$ cat config.mk
export PLATFORM = sky130hd
export DESIGN_NAME = fb_draw_sequencer_flat
export DESIGN_NICKNAME = d
export VERILOG_FILES = /design/src/rtl/fb_draw_pkg.sv /design/src/rtl/fb_draw_sequencer_if.sv /design/src/rtl/fb_rect_walker.sv /design/src/rtl/fb_draw_sequencer.sv /design/src/flat_wrapper.sv
export SDC_FILE = /design/constraint.sdc
export NUM_CORES = 1
export LEC_CHECK = 0
export CAP_MARGIN = 20
export CORE_MARGIN = 2
export CORE_UTILIZATION = 61
export DETAILED_ROUTE_END_ITERATION = 8
export HOLD_SLACK_MARGIN = 0.05
export PLACE_DENSITY = 0.93
export SYNTH_ARGS = -nofsm -noshare
export SYNTH_HDL_FRONTEND = slang
export SYNTH_SLANG_ARGS = --single-unit
$ cat constraint.sdc
create_clock -name iCLK -period 5.75 [get_ports iCLK]
set_clock_uncertainty 0.2 [all_clocks]
set_input_delay 1.15 -clock iCLK [delete_from_list [all_inputs] [get_ports iCLK]]
set_output_delay 1.15 -clock iCLK [all_outputs]
set_load 0.01 [all_outputs]
$ cat src/rtl/fb_draw_pkg.sv
// Shared command/state encodings and page addressing for the frame-buffer draw engine.
package fb_draw_pkg;

    typedef enum logic [1:0] {
        OP_FILL  = 2'd0,
        OP_CLEAR = 2'd1,
        OP_SWAP  = 2'd2,
        OP_NOP   = 2'd3
    } op_e;

    typedef enum logic [1:0] {
        S_IDLE,
        S_SETUP,
        S_FILL,
        S_WAIT_SYNC
    } state_e;

    // Callers narrow the result to their address width.
    function automatic int unsigned page_base(input int unsigned sel,
                                              input int unsigned base,
                                              input int unsigned stride);
        return base + sel * stride;
    endfunction

endpackage

$ cat src/rtl/fb_draw_sequencer_if.sv
// Command and pixel-write handshake bundle; master issues commands and sinks writes.
interface fb_draw_sequencer_if #(
    parameter int PIX_W   = 16,
    parameter int COORD_W = 10,
    parameter int ADDR_W  = 23
);
    logic               cmd_valid;
    logic               cmd_ready;
    logic [1:0]         cmd_op;
    logic [COORD_W-1:0] cmd_x0;
    logic [COORD_W-1:0] cmd_y0;
    logic [COORD_W-1:0] cmd_w;
    logic [COORD_W-1:0] cmd_h;
    logic [PIX_W-1:0]   cmd_color;
    logic               wr_valid;
    logic               wr_ready;
    logic [ADDR_W-1:0]  wr_addr;
    logic [PIX_W-1:0]   wr_data;

    modport master (
        output cmd_valid, cmd_op, cmd_x0, cmd_y0, cmd_w, cmd_h, cmd_color, wr_ready,
        input  cmd_ready, wr_valid, wr_addr, wr_data
    );

    modport slave (
        input  cmd_valid, cmd_op, cmd_x0, cmd_y0, cmd_w, cmd_h, cmd_color, wr_ready,
        output cmd_ready, wr_valid, wr_addr, wr_data
    );
endinterface

$ cat src/rtl/fb_rect_walker.sv
// Row-major walk over a pre-clipped rectangle, one registered write beat per pixel.
module fb_rect_walker #(
    parameter int FB_W   = 256,
    parameter int ADDR_W = 23,
    parameter int PIX_W  = 16,
    parameter int CW     = 11
) (
    input  logic              clk,
    input  logic              rst_n,
    input  logic              start,
    input  logic [CW-1:0]     x0,
    input  logic [CW-1:0]     y0,
    input  logic [CW-1:0]     x_end,
    input  logic [CW-1:0]     y_end,
    input  logic [ADDR_W-1:0] row_base,
    input  logic [PIX_W-1:0]  color,
    input  logic              ready,
    output logic              valid,
    output logic [ADDR_W-1:0] addr,
    output logic [PIX_W-1:0]  data,
    output logic              last
);
    logic [CW-1:0]     x, y, x_first, x_stop, y_stop;
    logic [ADDR_W-1:0] base;
    logic              fire, row_end;

    assign fire    = valid && ready;
    assign row_end = (x == x_stop - CW'(1));
    assign last    = fire && row_end && (y == y_stop - CW'(1));

    always_ff @(posedge clk) begin
        if (!rst_n) begin
            valid <= 1'b0;
            addr  <= '0;
            data  <= '0;
        end else if (start) begin
            valid <= 1'b1;
            addr  <= row_base + ADDR_W'(x0);
            data  <= color;
        end else if (fire) begin
            if (last)
                valid <= 1'b0;
            else if (row_end)
                addr <= base + ADDR_W'(FB_W) + ADDR_W'(x_first);
            else
                addr <= addr + ADDR_W'(1);
        end
    end

    // Counters need no reset: they are always loaded by start before use.
    always_ff @(posedge clk) begin
        if (start) begin
            x       <= x0;
            y       <= y0;
            x_first <= x0;
            x_stop  <= x_end;
            y_stop  <= y_end;
            base    <= row_base;
        end else if (fire && !last) begin
            if (row_end) begin
                x    <= x_first;
                y    <= y + CW'(1);
                base <= base + ADDR_W'(FB_W);
            end else begin
                x <= x + CW'(1);
            end
        end
    end
endmodule

$ cat src/rtl/fb_draw_sequencer.sv
// Frame-buffer draw engine: command FSM, rectangle clipping and vsync-aligned page flipping.
module fb_draw_sequencer
    import fb_draw_pkg::*;
#(
    parameter int          FB_W       = 256,
    parameter int          FB_H       = 256,
    parameter int          PIX_W      = 16,
    parameter int          COORD_W    = 10,
    parameter int          ADDR_W     = 23,
    parameter int unsigned BASE_ADDR  = 0,
    parameter int unsigned BUF_STRIDE = 65536,
    parameter int          NUM_BUF    = 2
) (
    input  logic                     iCLK,
    input  logic                     iRST_N,
    fb_draw_sequencer_if.slave       bus,
    input  logic                     iFRAME_START,
    output logic [$clog2(NUM_BUF):0] oFRONT_SEL,
    output logic [ADDR_W-1:0]        oFRONT_BASE,
    output logic                     oBUSY
);
    localparam int SEL_W = $clog2(NUM_BUF) + 1;
    localparam int CW    = COORD_W + 1;
    localparam int SW    = COORD_W + 2;

    state_e            state;
    logic              cmd_ready_q, busy_q;
    logic [SEL_W-1:0]  front_sel, back_sel;
    logic [ADDR_W-1:0] front_base;
    logic [CW-1:0]     x0_q, y0_q, w_q, h_q;
    logic [PIX_W-1:0]  color_q;
    op_e               op;
    logic              accept;

    logic [SW-1:0]     x_sum, y_sum;
    logic [CW-1:0]     x_end, y_end;
    logic              empty, start, last;
    logic [ADDR_W-1:0] back_base, row_base;

    function automatic logic [SEL_W-1:0] sel_inc(input logic [SEL_W-1:0] s);
        return (s == SEL_W'(NUM_BUF - 1)) ? '0 : s + SEL_W'(1);
    endfunction

    assign op     = op_e'(bus.cmd_op);
    assign accept = bus.cmd_valid && cmd_ready_q;

    // Clipping: sums are one bit wider than the operands so they never wrap.
    assign x_sum     = SW'(x0_q) + SW'(w_q);
    assign y_sum     = SW'(y0_q) + SW'(h_q);
    assign x_end     = (x_sum > SW'(FB_W)) ? CW'(FB_W) : CW'(x_sum);
    assign y_end     = (y_sum > SW'(FB_H)) ? CW'(FB_H) : CW'(y_sum);
    assign empty     = (w_q == '0) || (h_q == '0) ||
                       (x0_q >= CW'(FB_W)) || (y0_q >= CW'(FB_H));
    assign back_base = ADDR_W'(page_base(32'(back_sel), BASE_ADDR, BUF_STRIDE));
    assign row_base  = back_base + ADDR_W'(y0_q) * ADDR_W'(FB_W);
    assign start     = (state == S_SETUP) && !empty;

    always_ff @(posedge iCLK) begin
        if (accept) begin
            if (op == OP_CLEAR) begin
                x0_q <= '0;
                y0_q <= '0;
                w_q  <= CW'(FB_W);
                h_q  <= CW'(FB_H);
            end else begin
                x0_q <= CW'(bus.cmd_x0);
                y0_q <= CW'(bus.cmd_y0);
                w_q  <= CW'(bus.cmd_w);
                h_q  <= CW'(bus.cmd_h);
            end
            color_q <= bus.cmd_color;
        end
    end

    always_ff @(posedge iCLK) begin
        if (!iRST_N) begin
            state       <= S_IDLE;
            cmd_ready_q <= 1'b1;
            busy_q      <= 1'b0;
            front_sel   <= '0;
            back_sel    <= (NUM_BUF > 1) ? SEL_W'(1) : SEL_W'(0);
            front_base  <= ADDR_W'(BASE_ADDR);
        end else begin
            case (state)
                S_IDLE: begin
                    if (accept) begin
                        unique case (op)
                            OP_FILL, OP_CLEAR: begin
                                state       <= S_SETUP;
                                cmd_ready_q <= 1'b0;
                                busy_q      <= 1'b1;
                            end
                            OP_SWAP: begin
                                state       <= S_WAIT_SYNC;
                                cmd_ready_q <= 1'b0;
                                busy_q      <= 1'b1;
                            end
                            OP_NOP: ;
                        endcase
                    end
                end
                S_SETUP: begin
                    if (empty) begin
                        state       <= S_IDLE;
                        cmd_ready_q <= 1'b1;
                        busy_q      <= 1'b0;
                    end else begin
                        state <= S_FILL;
                    end
                end
                S_FILL: begin
                    if (last) begin
                        state       <= S_IDLE;
                        cmd_ready_q <= 1'b1;
                        busy_q      <= 1'b0;
                    end
                end
                S_WAIT_SYNC: begin
                    // New back page is always the one after the new front, so it never aliases it.
                    if (iFRAME_START) begin
                        front_sel   <= sel_inc(front_sel);
                        back_sel    <= sel_inc(sel_inc(front_sel));
                        front_base  <= ADDR_W'(page_base(32'(sel_inc(front_sel)), BASE_ADDR, BUF_STRIDE));
                        state       <= S_IDLE;
                        cmd_ready_q <= 1'b1;
                        busy_q      <= 1'b0;
                    end
                end
                default: begin
                    state       <= S_IDLE;
                    cmd_ready_q <= 1'b1;
                    busy_q      <= 1'b0;
                end
            endcase
        end
    end

    fb_rect_walker #(
        .FB_W   (FB_W),
        .ADDR_W (ADDR_W),
        .PIX_W  (PIX_W),
        .CW     (CW)
    ) u_walker (
        .clk      (iCLK),
        .rst_n    (iRST_N),
        .start    (start),
        .x0       (x0_q),
        .y0       (y0_q),
        .x_end    (x_end),
        .y_end    (y_end),
        .row_base (row_base),
        .color    (color_q),
        .ready    (bus.wr_ready),
        .valid    (bus.wr_valid),
        .addr     (bus.wr_addr),
        .data     (bus.wr_data),
        .last     (last)
    );

    assign bus.cmd_ready = cmd_ready_q;
    assign oBUSY         = busy_q;
    assign oFRONT_SEL    = front_sel;
    assign oFRONT_BASE   = front_base;
endmodule
$ cat src/flat_wrapper.sv
// flat-port wrapper written by rule: the top's interface ports become plain ports
module fb_draw_sequencer_flat import fb_draw_pkg::*;
#(
    parameter int          FB_W       = 256,
    parameter int          FB_H       = 256,
    parameter int          PIX_W      = 16,
    parameter int          COORD_W    = 10,
    parameter int          ADDR_W     = 23,
    parameter int unsigned BASE_ADDR  = 0,
    parameter int unsigned BUF_STRIDE = 65536,
    parameter int          NUM_BUF    = 2
)
  (iCLK, iRST_N, iFRAME_START, oFRONT_SEL, oFRONT_BASE, oBUSY, bus_cmd_valid, bus_cmd_op, bus_cmd_x0, bus_cmd_y0, bus_cmd_w, bus_cmd_h, bus_cmd_color, bus_wr_ready, bus_cmd_ready, bus_wr_valid, bus_wr_addr, bus_wr_data);
  fb_draw_sequencer_if #(.PIX_W(PIX_W), .COORD_W(COORD_W), .ADDR_W(ADDR_W)) bus_i ();
  input  logic iCLK;
  input  logic iRST_N;
  input  logic iFRAME_START;
  output logic [$clog2(NUM_BUF):0] oFRONT_SEL;
  output logic [ADDR_W-1:0] oFRONT_BASE;
  output logic oBUSY;
  input wire logic [$bits(bus_i.cmd_valid)-1:0] bus_cmd_valid;
  input wire logic [$bits(bus_i.cmd_op)-1:0] bus_cmd_op;
  input wire logic [$bits(bus_i.cmd_x0)-1:0] bus_cmd_x0;
  input wire logic [$bits(bus_i.cmd_y0)-1:0] bus_cmd_y0;
  input wire logic [$bits(bus_i.cmd_w)-1:0] bus_cmd_w;
  input wire logic [$bits(bus_i.cmd_h)-1:0] bus_cmd_h;
  input wire logic [$bits(bus_i.cmd_color)-1:0] bus_cmd_color;
  input wire logic [$bits(bus_i.wr_ready)-1:0] bus_wr_ready;
  output wire logic [$bits(bus_i.cmd_ready)-1:0] bus_cmd_ready;
  output wire logic [$bits(bus_i.wr_valid)-1:0] bus_wr_valid;
  output wire logic [$bits(bus_i.wr_addr)-1:0] bus_wr_addr;
  output wire logic [$bits(bus_i.wr_data)-1:0] bus_wr_data;
  assign bus_i.cmd_valid = bus_cmd_valid;
  assign bus_i.cmd_op = bus_cmd_op;
  assign bus_i.cmd_x0 = bus_cmd_x0;
  assign bus_i.cmd_y0 = bus_cmd_y0;
  assign bus_i.cmd_w = bus_cmd_w;
  assign bus_i.cmd_h = bus_cmd_h;
  assign bus_i.cmd_color = bus_cmd_color;
  assign bus_i.wr_ready = bus_wr_ready;
  assign bus_cmd_ready = bus_i.cmd_ready;
  assign bus_wr_valid = bus_i.wr_valid;
  assign bus_wr_addr = bus_i.wr_addr;
  assign bus_wr_data = bus_i.wr_data;
  fb_draw_sequencer #(.FB_W(FB_W), .FB_H(FB_H), .PIX_W(PIX_W), .COORD_W(COORD_W), .ADDR_W(ADDR_W), .BASE_ADDR(BASE_ADDR), .BUF_STRIDE(BUF_STRIDE), .NUM_BUF(NUM_BUF)) u_core (.iCLK(iCLK), .iRST_N(iRST_N), .bus(bus_i), .iFRAME_START(iFRAME_START), .oFRONT_SEL(oFRONT_SEL), .oFRONT_BASE(oFRONT_BASE), .oBUSY(oBUSY));
endmodule
==> summary.md <==
| Metric | Value |
|---|---|
| H-tree depth | 4 |
| Drt initial violations | 770 |
| First-pass DRT Iterations | 5 |
| Pre-CTS setup slack | 1.30 ns |
| Comb power frac | 0.110 |
| DRT antenna net count | 0 |
| First-pass GRT wire length | 40000 µm |
| Crit share post-route | 0.716 |
| Die ar. | 17600 µm² |
| CORE AREA | 16400 µm² |
| Seq/Total Area, Yosys | 0.466 |
| # hold bufs at CTS | 0 |
| Routed Wire Length | 24900 µm |
| Dpl hpwl | 17800 µm |
| Core Rows | 47 |
| Critical path endpoint category | flop |
| Post-CTS Resized | 0 |
| Netlist cell types | 87 |
| Leakage | 4.27 nW |
| CTS Buf Count | 17 |
| Fmax | 243 MHz |
| CP max FO | 27 |
| Clock power frac | 0.399 |
| WL per Instance | 18.4 µm |
| Crit-path cells | inv_1 -> ha_1 -> or3b_2 -> nor4b_1 -> a31oi_1 -> o31ai_1 -> and4_1 -> a21oi_4 -> inv_2 |
| Number of synthesized flops with an enable pin | 125 |
| Clock sinks | 173 |
| Synth top area cells | edfxtp_1, dfxtp_1, xnor2_1 |
| Vias in the first global route | 8031 |
| Top_reg_cell synth | edfxtp_1 |
| DRC errors left | 0 |
| GRT overflow | 0 |
| RSZ-0062 raised after global routing | false |
| Shortest period the worst path allows | 4.12 ns |
| Register area | 4710 µm² |
| Slew HR | 0.324 |
| Critical path class | flop to flop |
| Required time of the critical path | 5.62 ns |
| CTS tree | done |
| Finished Layout Cells | 1353 |
| ANT cells | 0 |
| Reg clk slew, reported paths | 0.07 ns |
| Routed via count | 8224 |
| CP bufs+invs | 2 |
| #FFs+latches synth | 173 |
| Commonest cells post-synth | edfxtp_1, nand2_1, a21oi_1, nor2_1, xnor2_1 |
| Final worst slack | 1.63 ns |
| Multi-input gate area | 5000 µm² |
| Inst Count DP | 1321 |
| Proportion of power drawn by flip-flops and latches | 0.491 |
| Layout cells sized above 1 | 0.0644 |
| Sw Ratio | 0.256 |
| Warning count from the yosys run | 0 |
| Largest net degree at the start of global routing | 70 |
| Cell family with most CP delay | simple AND/OR/NAND/NOR gates |
| Int Pwr | 2.17 mW |
| Hold Violations, Final | 0 |
| Min-Delay Path Class | flop to flop |
| FFs w/ async S/R, synth | 0 |
| Fill count | 1120 |
| Routability Congestion | 0.957 |
| I/O pins | 130 |
| Hold path cells | 2 |
| Clock root buffer | clkbuf_16 |
| GRT Resource Usage Total | 0.287 |
| Slew @ Worst Pin | 1.01 ns |
| Setup violations, final | 0 |
| Sw Pwr | 0.747 mW |
| Cell Pwr Density | 246 nW/µm² |
| Run status | completed |
| Area growth syn-to-layout | 17.3% |
| Peak supply drop | 0.000232 V |
| Final Max Slew Viols | 0 |
| Top-area cell type share of the netlist area | 0.371 |
| Nets@finish | 1219 |
| Number of cells on the critical path | 9 |
| Slowest stage cell, crit path | and4_1 |
| Max-cap violations | 0 |
| Crit path largest cell delay | 0.87 ns |
| Initial antenna violation count | 0 |
| CP Data Arrival Time | 3.99 ns |
| Average cell area after synthesis | 9.86 µm² |
| R2R cell count | 9 |
| Mapped Cells | 1026 |
| Startpoint types | flop |
| CTS Buffer Depth | 2 |
| Die Span Y | 133 µm |
| Clock latency on the worst-skew pair | 0.44 ns |
| Die Span X | 133 µm |
| Top-count cell post-synth | edfxtp_1 |
| Setup bufs post-CTS | 0 |
| Via density | 6.08 |
| # port buffers | 108 |
| Area leader, netlist | edfxtp_1 |
| Starting Density | 0.616 |
| Final TNS setup | 0 ns |
| Synthesized area | 10100 µm² |
==> state kept, by name (all words and copies together), names as in the netlist, 11 cells and up <==
name                    count
u_core.color_q             16
u_core.u_walker.data       16
u_core.u_walker.y_stop     11
u_core.u_walker.base       15
u_core.u_walker.x_stop     11
u_core.u_walker.y          11
u_core.u_walker.x          11
u_core.u_walker.addr       23
==> cells in the final DEF, fill, tap and decap left out, types with 7 or more instances in the layout <==
cell | Yosys | layout
xor2_1 | 48 | 48
mux2i_1 | 9 | 9
dfxtp_1 | 48 | 48
nand3_1 | 43 | 43
a31oi_1 | 10 | 10
a211oi_1 | 8 | 8
nand4_1 | 12 | 12
nand2_1 | 94 | 94
buf_4 | 24 | 8
a21oi_1 | 81 | 81
and3_1 | 26 | 26
o21bai_1 | 7 | 7
o31ai_1 | 7 | 7
nor3_1 | 19 | 19
clkbuf_16 | 0 | 18
xnor2_1 | 50 | 50
nand3b_1 | 8 | 8
clkdlybuf4s50_1 | 0 | 108
conb_1 | 1 | 25
a21o_1 | 9 | 9
and2_1 | 45 | 44
inv_1 | 34 | 33
nor4_1 | 8 | 8
ha_1 | 31 | 31
o21ai_0 | 45 | 45
edfxtp_1 | 125 | 125
nor2_1 | 80 | 80
==> cells by family (layout without fill, tap and decap cells) <==
| family | Yosys count | count (layout) | share of synthesized area |
|---|---|---|---|
| simple gates | 382 | 382 | 0.197 |
| other cells | 1 | 25 | 0.000371 |
| fa+ha+maj | 36 | 36 | 0.0483 |
| mux | 10 | 10 | 0.0100 |
| xor+xnor | 98 | 98 | 0.0849 |
| buf+inv | 100 | 183 | 0.0484 |
| compound gates | 226 | 226 | 0.145 |
| flops | 173 | 173 | 0.466 |
==> power by group through the flow <==
stage	sequential, mW	combinational, mW	clock (mW)
global placement	1.46	0.296	0
finish	1.43	0.322	1.17
CTS	1.43	0.318	1.17
global route	1.44	0.353	1.22
floorplan	1.44	0.218	0
detailed placement	1.46	0.312	0
==> path summary, 6_finish.rpt <==
path	to	startpoint	slack [ns]
min	u_core.u_walker.data[13]	u_core.u_walker.data[13]	0.25
max reg2reg	u_core.u_walker.base[16]	u_core.u_walker.x_stop[0]	1.63
max	u_core.u_walker.base[16]	u_core.u_walker.x_stop[0]	1.63
min reg2reg	u_core.u_walker.data[13]	u_core.u_walker.data[13]	0.25
==> metrics by stage <==
step	util	hold slack, ns	total power [mW]	cell area (µm²)
global route	0.723	0.273	3.01	11900
finish	0.723	0.255	2.92	11900
floorplan	-	0.245	1.66	10200
detailed placement	0.686	0.248	1.77	11300
global placement	0.686	0.242	1.75	11300
CTS	0.723	0.257	2.92	11900
==> final cells by class <==
| type | instances | share of cell area |
|---|---|---|
| inverters | 35 | 0.0111 |
| repair buffers | 116 | 0.0962 |
| clock inverters | 14 | 0.0124 |
| flip-flops and latches | 173 | 0.398 |
| well taps | 220 | 0.0232 |
| clock buffers | 18 | 0.0380 |
| multi-input cells | 777 | 0.422 |
==> worst register-to-register path, stage by stage, from the launching register on <==
cell and delay, ns:
edfxtp_1 0.47, inv_1 0.09, ha_1 0.21, or3b_2 0.51, nor4b_1 0.30, a31oi_1 0.07, o31ai_1 0.38, and4_1 0.87
a21oi_4 0.17, inv_2 0.48
==> routing by layer <==
metal | vias to the layer above | global-route usage | part of all wire
met4 | 0 | 0.130 | 0.040
met3 | 90 | 0.0613 | 0.087
met2 | 417 | 0.463 | 0.48
met1 | 3859 | 0.374 | 0.40
li1 | 3858 | - | -
met5 | - | 0 | 0
(Power assumes the default switching activity.)
